`src/rtl/clk_en_pkg.sv`:
```
// ------------------------------------------------------------------
// clk_en_pkg : shared types for the clock-enable / reset generator
// Rev 1.0
// ------------------------------------------------------------------
`default_nettype none

package clk_en_pkg;

   localparam int DIV_W = 16;

   typedef logic [DIV_W-1:0] div_t;

   typedef enum logic [1:0] {
      WAIT_LOCK = 2'd0,
      HOLD      = 2'd1,
      RUN       = 2'd2
   } state_t;

endpackage

`default_nettype wire

```
`src/rtl/clk_en_ch.sv`:
```
// ------------------------------------------------------------------
// clk_en_ch : one clock-enable channel (shadow divisor, counter, strobe)
// Rev 1.0
// ------------------------------------------------------------------
`default_nettype none

module clk_en_ch #(
   parameter int DIV_W = 16
) (
   input  logic             clk,
   input  logic             rst_n,
   input  logic             run,
   input  logic             en,
   input  logic             load,
   input  logic [DIV_W-1:0] div,
   input  logic [DIV_W-1:0] div_init,
   output logic             ce
);

   logic [DIV_W-1:0] shadow;
   logic [DIV_W-1:0] cnt;
   logic             at_term;

   // Divisors 0 and 1 both mean "strobe every cycle"
   assign at_term = (shadow <= DIV_W'(1)) || (cnt == shadow - DIV_W'(1));

   always_ff @(posedge clk or negedge rst_n) begin
      if (!rst_n) begin
         shadow <= div_init;
         cnt    <= '0;
         ce     <= 1'b0;
      end else begin
         if (load) begin
            shadow <= div;
         end
         if (load || !(run && en)) begin
            cnt <= '0;
            ce  <= 1'b0;
         end else if (at_term) begin
            cnt <= '0;
            ce  <= 1'b1;
         end else begin
            cnt <= cnt + DIV_W'(1);
            ce  <= 1'b0;
         end
      end
   end

endmodule

`default_nettype wire

```
`src/rtl/clk_en_gen.sv`:
```
// ------------------------------------------------------------------
// clk_en_gen : lock-qualified reset release plus NUM_CH clock enables
// Rev 1.0
// ------------------------------------------------------------------
`default_nettype none

module clk_en_gen
   import clk_en_pkg::*;
#(
   parameter int               NUM_CH      = 4,
   parameter int               DIV_W       = clk_en_pkg::DIV_W,
   parameter int               SYNC_STAGES = 2,
   parameter int               HOLD_CYCLES = 16,
   parameter logic [DIV_W-1:0] DIV_INIT    = DIV_W'(1000)
) (
   input  logic                    clk,
   input  logic                    rst_n,
   input  logic                    locked_i,
   input  logic [NUM_CH*DIV_W-1:0] div_i,
   input  logic                    div_load,
   input  logic [NUM_CH-1:0]       ch_en,
   output logic [NUM_CH-1:0]       ce_o,
   output logic                    rst_n_o,
   output logic                    ready
);

   localparam int HOLD_W = $clog2(HOLD_CYCLES + 1);

   logic [SYNC_STAGES-1:0] sync;
   logic                   lock_s;
   logic [HOLD_W-1:0]      hold_cnt;
   state_t                 state;
   state_t                 next_state;
   logic                   run_next;
   logic                   run;

   always_ff @(posedge clk or negedge rst_n) begin
      if (!rst_n) begin
         sync <= '0;
      end else begin
         sync <= {sync[SYNC_STAGES-2:0], locked_i};
      end
   end

   assign lock_s = sync[SYNC_STAGES-1];

   always_ff @(posedge clk or negedge rst_n) begin
      if (!rst_n) begin
         state    <= WAIT_LOCK;
         hold_cnt <= '0;
         rst_n_o  <= 1'b0;
         ready    <= 1'b0;
      end else begin
         state    <= next_state;
         hold_cnt <= (state == HOLD) ? hold_cnt + HOLD_W'(1) : '0;
         rst_n_o  <= run_next;
         ready    <= run_next;
      end
   end

   always_comb begin
      next_state = state;
      unique case (state)
         WAIT_LOCK: if (lock_s) next_state = HOLD;
         HOLD: begin
            if (!lock_s)                                  next_state = WAIT_LOCK;
            else if (hold_cnt == HOLD_W'(HOLD_CYCLES - 1)) next_state = RUN;
         end
         RUN:       if (!lock_s) next_state = WAIT_LOCK;
         default:   next_state = WAIT_LOCK;
      endcase
   end

   // Channels stop on the cycle lock_s drops so no strobe escapes after rst_n_o falls
   always_comb begin
      run_next = (next_state == RUN);
      run      = (state == RUN) && lock_s;
   end

   generate
      for (genvar k = 0; k < NUM_CH; k++) begin : g_ch
         clk_en_ch #(
            .DIV_W (DIV_W)
         ) u_ch (
            .clk      (clk),
            .rst_n    (rst_n),
            .run      (run),
            .en       (ch_en[k]),
            .load     (div_load),
            .div      (div_i[k*DIV_W +: DIV_W]),
            .div_init (DIV_INIT),
            .ce       (ce_o[k])
         );
      end
   endgenerate

endmodule

`default_nettype wire
```
`config.mk`:
```
export PLATFORM = sky130hd
export DESIGN_NAME = clk_en_gen
export DESIGN_NICKNAME = d
export VERILOG_FILES = /design/src/rtl/clk_en_pkg.sv /design/src/rtl/clk_en_ch.sv /design/src/rtl/clk_en_gen.sv
export SDC_FILE = /design/constraint.sdc
export NUM_CORES = 1
export LEC_CHECK = 0
export CAP_MARGIN = 20
export CORE_ASPECT_RATIO = 0.7
export CORE_MARGIN = 2
export CORE_UTILIZATION = 52
export DETAILED_ROUTE_END_ITERATION = 8
export PLACE_DENSITY = 0.85
export SETUP_SLACK_MARGIN = 0.1
export SYNTH_ARGS = -nofsm -noshare
export SYNTH_HDL_FRONTEND = slang
export SYNTH_SLANG_ARGS = --single-unit
```
`constraint.sdc`:
```
create_clock -name clk -period 2.8 [get_ports clk]
set_clock_uncertainty 0.15 [all_clocks]
set_input_delay 0.28 -clock clk [delete_from_list [all_inputs] [get_ports clk]]
set_output_delay 0.28 -clock clk [all_outputs]
set_load 0.01 [all_outputs]
```
# Word level (Yosys, flattened, before mapping)
# Cells that the tools add are included.
[word_totals]
reg_bits = 142
out_inout_bits = 6
wordCells = 77
[op_classes]
add_sub_neg = 9
magnitude_cmp = 4
n_eq_ne = 8
muxes = 22
reduce_logical = 18
[op_table]
columns = ["op", "n"]
rows = [
  ["16-bit two-way mux", 8],
  ["16-bit by 1-bit adder with 16-bit output, second input constant", 4],
  ["16-bit equality test", 4],
  ["16-bit by 1-bit less-or-equal comparator with 1-bit output, second input constant", 4],
  ["16-bit by 1-bit subtractor with 16-bit output, second input constant", 4],
  ["1-bit logical OR", 8],
  ["1-bit two-way mux", 8],
  ["2-bit two-way mux", 4],
  ["2-bit one-hot mux with 3 select lines", 1],
  ["5-bit by 1-bit adder with 5-bit output, second input constant", 1],
  ["5-bit by 4-bit equality test with 1-bit output, second input constant", 1],
  ["1-bit logical AND", 5],
  ["5-bit two-way mux", 1],
  ["2-bit equality test, second input constant", 2],
  ["1-bit zero test", 4],
  ["2-bit by 1-bit equality test with 1-bit output, second input constant", 1],
  ["2-bit zero test", 1],
]

# Depth between registers and ports, before layout
# Gate-level depths: netlist of run 1.
[depth]
word_depth = 6
mapped_depth = 11
depth_no_buf = 9

# Worst setup path after synthesis of run 1
# OpenSTA, ideal clock, no wires.
[synth_timing]
path_kind = "register to register"
from = "register g_ch[1].u_ch.shadow[2]"
to = "register g_ch[1].u_ch.cnt[10]"
setup_ps = 119
t_arrival_ps = 2799
slack_ps = -267
stages_incl_launch_ff = 12
path_buffers = 4
cell_sequence = "dfrtp_1 -> buf_2 -> or4_1 -> buf_2 -> or3_1 -> a2111oi_0 -> nand4_1 -> a2111oi_1 -> or3_1 -> buf_4 -> buf_6 -> nor2_1"
[synth_via]
elab_chain_len = 5
elab_cells_between_ends = 6
classes_between = "add/sub: 1; order compare: 1; eq/ne: 1; mux: 2; reduce/logical: 1"
[synth_rtl]
columns = ["item", "line_no", "source"]
rows = [
  ["start, declared", "clk_en_ch.sv:20", "logic [DIV_W-1:0] shadow;"],
  ["start signal, assigned", "clk_en_ch.sv:29", "shadow <= div_init;"],
  ["start signal, assigned", "clk_en_ch.sv:34", "shadow <= div;"],
  ["16-bit by 1-bit subtractor with 16-bit output", "clk_en_ch.sv:25", "assign at_term = (shadow <= DIV_W'(1)) || (cnt == shadow - DIV_W'(1));"],
  ["16-bit equality test", "clk_en_ch.sv:25", ""],
  ["1-bit logical OR (*)", "clk_en_ch.sv:25", ""],
  ["16-bit two-way mux (*)", "clk_en_ch.sv:39", "end else if (at_term) begin"],
  ["16-bit two-way mux (*)", "clk_en_ch.sv:36", "if (load || !(run && en)) begin"],
  ["end signal, assigned", "clk_en_ch.sv:43", "cnt <= cnt + DIV_W'(1);"],
  ["end, declared", "clk_en_ch.sv:21", "logic [DIV_W-1:0] cnt;"],
]
# Mark *: on every way between the ends. The rest lies on a longest branch, timed or not.
# A chain may end at the register's enable or synchronous reset.

# Worst setup path after layout of run 1
[layout_timing]
from = "register g_ch[0].u_ch.shadow[0]"
to = "register g_ch[0].u_ch.cnt[3]"
[layout_via]
elab_chain_len = 5
elab_cells_between_ends = 6
classes_between = "add/sub: 1; order compare: 1; eq/ne: 1; mux: 2; reduce/logical: 1"
[layout_rtl]
columns = ["item", "line_no"]
rows = [
  ["start, declared", "clk_en_ch.sv:20"],
  ["start signal, assigned", "clk_en_ch.sv:29"],
  ["start signal, assigned", "clk_en_ch.sv:34"],
  ["16-bit by 1-bit subtractor with 16-bit output", "clk_en_ch.sv:25"],
  ["16-bit equality test", "clk_en_ch.sv:25"],
  ["1-bit logical OR (*)", "clk_en_ch.sv:25"],
  ["16-bit two-way mux (*)", "clk_en_ch.sv:39"],
  ["16-bit two-way mux (*)", "clk_en_ch.sv:36"],
  ["end signal, assigned", "clk_en_ch.sv:43"],
  ["end, declared", "clk_en_ch.sv:21"],
]
# Marked as above.

==> results of run 1 <==
==> report_power, final <==
| group | leakage (nW) | internal, mW | total (mW) | switching (mW) |
|---|---|---|---|---|
| clock | 0.272 | 1.34 | 2.22 | 0.877 |
| combinational | 1.94 | 0.392 | 0.739 | 0.347 |
| sequential | 1.80 | 2.18 | 2.31 | 0.128 |
==> per-stage QoR <==
stage	power (mW)	setup WS, ps
detailed placement	3.05	-115
global placement	3.02	-52.9
global route	5.49	-209
CTS	5.30	-80.3
floorplan	2.73	-199
finish	5.26	-117
==> critical path: cells and delay by family (launching register included) <==
family,cells,cell delay (ps)
AO/OA/AOI/OAI,1,290
XOR/XNOR,1,80
AND/OR/NAND/NOR,5,1730
flip-flops,1,370
buffers and inverters,1,180
==> final cells by class <==
type                            instances  area, µm²  area share [%]
Clock buffer                           19        443            4.35
Clock inverter                         13        143            1.40
Inverter                               20       75.1           0.737
Multi-Input combinational cell        623       4510            44.3
Sequential cell                       142       3590            35.2
Tap cell                              200        250            2.46
Timing Repair Buffer                  125       1180            11.6
==> layout by cell type (no fill, tap or decap), types with 4 or more instances in the layout <==
master             n
nor4_1            11
a21oi_1            9
or3_4              4
o21ai_0           24
dfrtp_1          116
nor3_1            31
clkinvlp_4         5
clkbuf_16         17
a211oi_1           6
inv_1             20
buf_12             4
xor2_1            64
nor3b_1            5
nand4_1           15
nand3_1           40
nand2_1           46
and3_1            19
a31oi_1            6
mux2_2            58
nor4_2             6
clkdlybuf4s50_1   75
xnor2_1           68
buf_4             43
mux2i_1           12
dfstp_2           24
nor4b_1            4
and2_1             6
nor2_1            84
or4_1              5
ha_1              13
nor2b_1           14
or3_1              7
nand2b_1           6
==> kinds of logic after synthesis <==
| logic type | after synthesis | share of synthesized area, % |
|---|---|---|
| AND/OR/NAND/NOR | 329 | 21.0 |
| flip-flops | 142 | 43.7 |
| XOR/XNOR | 132 | 14.1 |
| AO/OA/AOI/OAI | 78 | 6.42 |
| multiplexers | 70 | 9.43 |
| buffers and inverters | 55 | 3.22 |
| adder cells (fa/ha/maj) | 14 | 2.14 |
==> synth_stat cells, drive strengths merged, types with 3 or more instances <==
master	number	share of area [%]
and3b	3	0.32
nor3	33	2.0
nor3b	7	0.70
o21ai	26	1.6
buf	15	1.4
nor4b	4	0.43
or4	8	0.78
mux2	58	8.0
ha	14	2.1
a21oi	9	0.55
or3b	3	0.32
mux2i	12	1.5
nor4	18	1.5
xor2	64	6.8
and4b	3	0.37
nor2	87	4.0
nand3	40	2.4
and3	19	1.4
o32ai	3	0.32
o21a	3	0.27
a211oi	6	0.55
dfrtp	118	36
a22oi	3	0.27
a31oi	6	0.46
xnor2	68	7.3
nor2b	14	1.1
or3	11	0.90
a2111oi	3	0.34
o31ai	4	0.53
nand2	46	2.1
nand2b	6	0.46
nand3b	3	0.27
and2	7	0.53
dfstp	24	7.7
nand4	15	1.1
clkbuf	20	0.92
inv	20	0.92
==> worst paths after layout <==
check,to,slack [ps],depth (start not counted)
setup / recovery,g_ch[0].u_ch.cnt[3],-120,8
setup reg to reg,g_ch[0].u_ch.cnt[3],-120,8
hold reg to reg,sync[1],200,0
max in group asynchronous,g_ch[0].u_ch.shadow[3],1470,3
min in group asynchronous,g_ch[3].u_ch.shadow[1],270,2
hold / removal,g_ch[2].u_ch.ce,160,5
==> state kept, by name, summed over array words and instances, names as in the netlist <==
name / cells
g_ch.u_ch.ce: 4
g_ch.u_ch.cnt: 64
g_ch.u_ch.shadow: 64
hold_cnt: 5
ready: 1
state: 2
sync: 2
==> per-layer routing <==
layer	global-route usage (%)	vias to the layer above
li1	-	3100
met1	32.9	3119
met2	37.0	149
met3	4.01	12
met4	5.14	0
met5	0	-
==> timing repair <==
item / CTS / global route
hold buffers: 1 / 0
hold endpoints to repair: 45 / 0
gates resized for setup: 10 / 17
buffers inserted: 2 / 1
setup endpoints to repair: 34 / 54
pin swaps: 1 / 7
==> impl_results.md, run 1 <==
- Status: finished with violations
- Failing checks: setup timing
- Fmax achieved: 343 MHz
- Clock buffer depth: 2
- Clock transition at path regs: approximately 70 ps
- Port-buffer cells: between 70 and 80
- Max incr delay on CP: 550 ps
- Cells after synthesis: 820
- CTS HTree Levels: 4
- Yosys cell types: 60
- ANT nets after route: 0
- Final hold vios: 0
- N_diodes: 0
- Max-slew headroom: about 40%
- Cell Rows: 38
- Initial DRC count: around 450
- Avg Vias per Cell: about 5.6
- Hold Crit Start: div_load
- Pins Over Slew Limit: 0
- Clock Latency Late Sink: around 410 ps
- Req. time, crit path: between 2000 and 3000 ps
- Metal2 WL: ~8600 µm
- Die Area: around 17000 µm²
- CP startpoint: g_ch[0].u_ch.shadow[0]
- Number of synthesized flops with an enable pin: 0
- Nature of the critical path startpoint: flop
- Clock root cell: clkbuf_16
- Slew @ Worst Pin: 900 ps
- Post-synthesis register bit count: 142
- Remaining DRCs: 0
- Pin count of the biggest net entering global routing: 75
- Die H: 109 µm
- Die width: about 150 µm
- Met1 WL: roughly 8900 µm
- FF-to-FF Start: g_ch[0].u_ch.shadow[0]
- CTS Buf Count: 17
- RSZ-0062 raised after global routing: yes
- Routed Wire Length: around 19000 µm
- Core Box Area: 15500 µm²
- Placed standard-cell area: 9460 µm²
- Synthesized cell area: around 8000 µm²
- Hold Crit Class: in -> reg
- CP Class: reg -> reg
- # IOs: 78
- CP Cell Sequence: or4_4, nor3b_2, xnor2_1, or4_1, or3_4, o31ai_4, buf_12, nor2_1
- Gr ovfl total: 0
- Syn_nets: between 900 and 1000
- # fillers: 1200
- First drt pass iteration count: 5
- Final setup vio count: 32
- Worst VDD drop: 356 µV
- Tmin final: 2920 ps
- Layout Nets: ~1000
- Placed Cells: between 1000 and 1500
- Crit path capture type: flop
- Share of layout cells above drive strength 1: just over 20%
- CTS tree: done
- Number of global-route vias before repair: around 6300
- Finished Cell Area: 10200 µm²
- Yosys warns: 0
- Wire length on met3: approximately 900 µm
- First-pass GRT wire length: 31100 µm
- Period utilization: 104%
- Initial antenna violation count: 0
- Final Util: between 60 and 70%
- Most used flip-flop cell after synthesis: dfrtp_1
- Final worst slack: -117 ps
- Clock sink count: around 140
- All-Layer GR Usage: a little under a quarter
- FFs w/ async S/R, synth: 100%
- LEAKAGE: between 4 and 5 nW
- Final TNS setup: -2660 ps
- Pwr Density: between 500 and 600 nW/µm²
- Via count: 6380
- Top Metal Used: met4
- Worst path arrival time: between 3000 and 4000 ps
- Area growth from synthesis to layout: 24.2%
- Seq/Total Area, Yosys: 43.7%
- Non-Filler Instances: roughly 1100
- Count of max-cap constraint violations: 0
- CP max FO: 16
- Routability cong.: just under 0.9
- Worst path slowest cell: or4_4
- Routed len/inst: ~16 µm
- Worst hold slack: roughly 160 ps
- Syn_area_per_cell: about 10 µm²
- Initial core utilization: 53.1%
- HPWL Detailed: approximately 13000 µm
No activity file was read; power rests on OpenSTA's default activity.
==> inputs of run 2 (changes only) <==
- HOLD_SLACK_MARGIN: not set -> 0.12
==> results of run 2 <==
The final DEF is identical to that of run 1; final timing and power are the same.
